--- src/rtl/mode_ctrl.sv ---
// Front-end user controller: synchronises and debounces four push-buttons and runs
// the menu FSM that produces the mode / song selection codes for the signal selector.
module mode_ctrl #(
  parameter int DEBOUNCE_CYCLES = 2_000_000,
  parameter int CNT_W           = 21,
  parameter int NUM_SONGS       = 4
) (
  input  logic       clk,
  input  logic       rst,
  input  logic       btn_mode,
  input  logic       btn_up,
  input  logic       btn_down,
  input  logic       btn_back,
  output logic [2:0] mode,
  output logic [1:0] song_num,
  output logic       song_restart
);

  localparam int              NB        = 4;
  localparam logic [CNT_W-1:0] CNT_MAX  = CNT_W'(DEBOUNCE_CYCLES - 1);
  localparam logic [1:0]      LAST_SONG = 2'(NUM_SONGS - 1);

  // Button bit order: 0 mode, 1 up, 2 down, 3 back.
  logic [NB-1:0]    raw;
  logic [NB-1:0]    sync1;
  logic [NB-1:0]    sync2;
  logic [NB-1:0]    level;
  logic [NB-1:0]    level_q;
  logic [NB-1:0]    press;
  logic [CNT_W-1:0] cnt [NB];

  assign raw = {btn_back, btn_down, btn_up, btn_mode};

  // The debounced level only follows the synced input once it has differed
  // for DEBOUNCE_CYCLES consecutive cycles; any agreement restarts the count.
  always_ff @(posedge clk or posedge rst) begin
    if (rst) begin
      sync1   <= '0;
      sync2   <= '0;
      level   <= '0;
      level_q <= '0;
      for (int i = 0; i < NB; i++) begin
        cnt[i] <= '0;
      end
    end else begin
      sync1   <= raw;
      sync2   <= sync1;
      level_q <= level;
      for (int i = 0; i < NB; i++) begin
        if (sync2[i] != level[i]) begin
          if (cnt[i] == CNT_MAX) begin
            level[i] <= sync2[i];
            cnt[i]   <= '0;
          end else begin
            cnt[i] <= cnt[i] + CNT_W'(1);
          end
        end else begin
          cnt[i] <= '0;
        end
      end
    end
  end

  assign press = level & ~level_q;

  typedef enum logic [2:0] {
    IDLE  = 3'b000,
    FREE  = 3'b001,
    AUTO  = 3'b011,
    LEARN = 3'b111
  } state_t;

  state_t     state;
  logic [1:0] song_inc;
  logic [1:0] song_dec;
  logic       song_sel;

  assign mode     = state;
  assign song_inc = (song_num == LAST_SONG) ? 2'd0 : song_num + 2'd1;
  assign song_dec = (song_num == 2'd0) ? LAST_SONG : song_num - 2'd1;
  assign song_sel = (state == AUTO) || (state == LEARN);

  // Priority back > mode > up/down; up and down together cancel each other.
  always_ff @(posedge clk or posedge rst) begin
    if (rst) begin
      state        <= IDLE;
      song_num     <= 2'd0;
      song_restart <= 1'b0;
    end else begin
      song_restart <= 1'b0;
      if (press[3]) begin
        state <= IDLE;
      end else if (press[0]) begin
        case (state)
          IDLE:    state <= FREE;
          FREE: begin
            state        <= AUTO;
            song_restart <= 1'b1;
          end
          AUTO: begin
            state        <= LEARN;
            song_restart <= 1'b1;
          end
          default: state <= IDLE;
        endcase
      end else if (song_sel && (press[1] ^ press[2])) begin
        if (press[1]) begin
          song_num     <= song_inc;
          song_restart <= (song_inc != song_num);
        end else begin
          song_num     <= song_dec;
          song_restart <= (song_dec != song_num);
        end
      end
    end
  end

endmodule
--- config.mk ---
export PLATFORM = sky130hd
export DESIGN_NAME = mode_ctrl
export DESIGN_NICKNAME = d
export VERILOG_FILES = /design/src/rtl/mode_ctrl.sv
export SDC_FILE = /design/constraint.sdc
export NUM_CORES = 1
export LEC_CHECK = 0
export CAP_MARGIN = 30
export CORE_ASPECT_RATIO = 2
export CORE_MARGIN = 2
export CORE_UTILIZATION = 55
export DETAILED_ROUTE_END_ITERATION = 8
export PLACE_DENSITY = 0.72
export SYNTH_ARGS = -nofsm -noshare
export SYNTH_HDL_FRONTEND = slang
export SYNTH_SLANG_ARGS = --single-unit
--- constraint.sdc ---
create_clock -name clk -period 6.85 [get_ports clk]
set_input_delay 2.055 -clock clk [delete_from_list [all_inputs] [get_ports clk]]
set_output_delay 2.055 -clock clk [all_outputs]
set_load 0.02 [all_outputs]
==> results.txt <==
Core Region: 8890 um^2
Worst Max-Slew Pin Slew: 0.7624 ns
WP buf/inv: 1
H-tree Lvls: 3
ANT nets after route: 0
worst setup path start: song_num[1]$_DFFE_PP0P_
Num CTS Buffers: 9
Tightest Hold Check Type: reg2reg
initial drt markers: 180
Final min period: 3.504 ns
IR drop worst, VDD: 130.7 uV
Routed WL per cell: 14.62 um
TNS Setup: 0 ns
Worst setup SP type: flip-flop
multi-input combinational cell area: 2228 um^2
Power per Cell Area: 215.3 nW/um^2
Max Clock Freq: 285.4 MHz
area grow syn2layout: 9.664%
DRT Pass-1 Iters: 4
initial antenna violation count: 0
Max stage delay cell, worst path: clkdlybuf4s50_1
Leakage: 2.287 nW
Setup Crit Path Kind: reg2out
Final Hold Vio Count: 0
die area: 9887 um^2
post_cts resized: 0
HP Start: sync1[3]$_DFF_PP0_
via density per instance: 5.680
post-DP HPWL: 6.302 mm
CP max stage delay: 0.67 ns
pin count of the biggest net entering global routing: 66
Post-CTS Setup Repair Bufs: 0
FF+latch count, synth: 106
port buffer count: 11
number of top-level pins: 12
Synth Cell Area: 4985 um^2
vias in the first global route: 3508
period utilization: 51.15%
Fill cells: 732
Critical Path RT: 4.80 ns
GPL Wtd Cong: 0.8475
Std-Cell Rows: 49
layout cell share with drive strength beyond 1: 6.863%
Synth warnings: 0
Die X: 71.32 um
total power: 1.177 mW
Worst Path Arrival: 1.45 ns
Initial Util: 56.07%
DRC Markers: 0
FF/Latch Area: 2653 um^2
met1 Use GR: 23.78%
Fin Hold WS: 0.3449 ns
crit-path cells: clkdlybuf4s50_1
RR Startpoint: cnt[21]$_DFF_PP0_
final WL: 8.945 mm
Placed Cells: 596
Die Span Y: 138.6 um
Synth Area per Inst: 10.13 um^2
final-report setup violation count: 0
cts hold-fix bufs: 0
unrepaired setup endpoints after global routing: no
CTS tree: built
worst-path fanout max: 5
clock latency on the worst-skew pair: 0.35 ns
Max Cap Violations: 0
dpl ws: 3.170 ns
Clock Tree Buf Depth: 2
GR Util met2: 34.41%
ANT cells: 0
GR Util met3: 4.578%
clock sink count: 106
GRT Util Overall: 20.14%
Setup crit end kind: output pin
Most Crowded Layer GR: met2
Finished Core Util: 61.49%
Synth cell types: 38
setup slack, reg-to-reg: 4.65 ns
Max Slew Vio Count: 0
Max Clock Skew: 0.01046 ns
Top delay family on crit path: buffers and inverters
Final Non-Filler Cells: 612
design area: 5466 um^2
dpl cell area: 5177 um^2
clock slew at reported path FFs: 0.07 ns
first-pass GRT wire length: 15.88 mm
final worst setup slack: 3.346 ns
global route total overflow: 0
post-synthesis net count: 504
Synth Instances: 492
slew margin rel.: 49.17%
vias: 3476
Final nets: 517
status: finished clean
sequential fraction of the synthesis area: 53.21%
CTS root buffer: clkbuf_16
==> power breakdown <==
group,total [mW],leakage [nW],switching (mW),internal (mW)
registers,0.641,1.45,0.00730,0.633
clock network,0.501,0.141,0.240,0.261
logic,0.0347,0.693,0.0249,0.00980
==> per-layer routing <==
layer	share of wire, %	up-vias	routed length (um)
met2	54	50	4829
met3	2.5	20	225
met5	0	-	0
met4	2.4	0	218
met1	41	1721	3670
li1	-	1685	-
==> area by class of cell <==
cell class	instances	area share, %
inverters	13	0.9384
flip-flops and latches	106	48.52
repair buffers	12	2.152
multi-input cells	363	40.76
clock inverters	6	0.9155
well taps	102	2.335
clock buffers	10	4.372
==> placed cells by master, fill, tap and decap left out, types with 11 or more instances in the layout <==
cell type          n
inv_1             12
nor3_1            13
dfrtp_1          106
clkdlybuf4s50_1   11
xnor2_1           41
nand4_1           27
nor2_1           110
nand2_1           31
nand3_1           32
xor2_1            42
==> cells by family after synthesis <==
kind of cell,synth area share [%]
AOI/OAI and AO/OA,0.8534
xor gates and xnor gates,14.58
muxes,0.9036
and+or+nand+nor,26.86
DFF,53.21
buffers and inverters,2.083
adders and majority gates,1.506
==> final timing paths <==
path / to / cells after the start
worst max-delay path: song_num[1] / 1
worst min register to register: sync2[3]$_DFF_PP0_ / 0
worst max register to register: cnt[37]$_DFF_PP0_ / 6
worst min-delay path: sync2[3]$_DFF_PP0_ / 0
min in group asynchronous: cnt[6]$_DFF_PP0_ / 2
max in group asynchronous: level[2]$_DFFE_PP0P_ / 3
==> registers in the layout, indices dropped and copies added (netlist names) <==
signal	cells
level	4
mode	3
song_num	2
song_restart	1
cnt	84
sync2	4
sync1	4
level_q	4
==> cell usage after synthesis <==
cell type	count	area, um^2
xnor2_1	41	359.1
clkbuf_1	2	7.510
or4_4	2	22.52
dfrtp_1	106	2653
nand3_1	32	160.2
and3_1	2	12.51
a211oi_1	1	7.510
a21oi_1	2	10.01
a211o_1	1	8.760
ha_1	6	75.07
inv_1	13	48.80
nor4_1	7	43.79
and2b_2	1	8.760
a31oi_1	1	6.260
nor2b_1	4	25.02
xor2_1	42	367.9
nor3_1	13	65.06
nor4_4	1	21.27
nand2_2	1	6.260
nand2_1	31	116.4
and4_2	1	10.01
nand3_2	1	10.01
nand4_1	27	168.9
and4bb_1	1	12.51
o21ai_1	1	5.000
mux2_2	4	45.04
buf_2	5	25.02
nor2_1	110	412.9
nor2_2	1	6.260
nor3b_1	2	15.01
nand2b_1	2	12.51
nor4_2	3	37.54
o21ai_0	1	5.000
nor3_2	2	20.02
and4_1	9	78.83
or2_1	6	37.54
buf_4	3	22.52
nor4b_1	4	35.03
(Power assumes the default switching activity.)
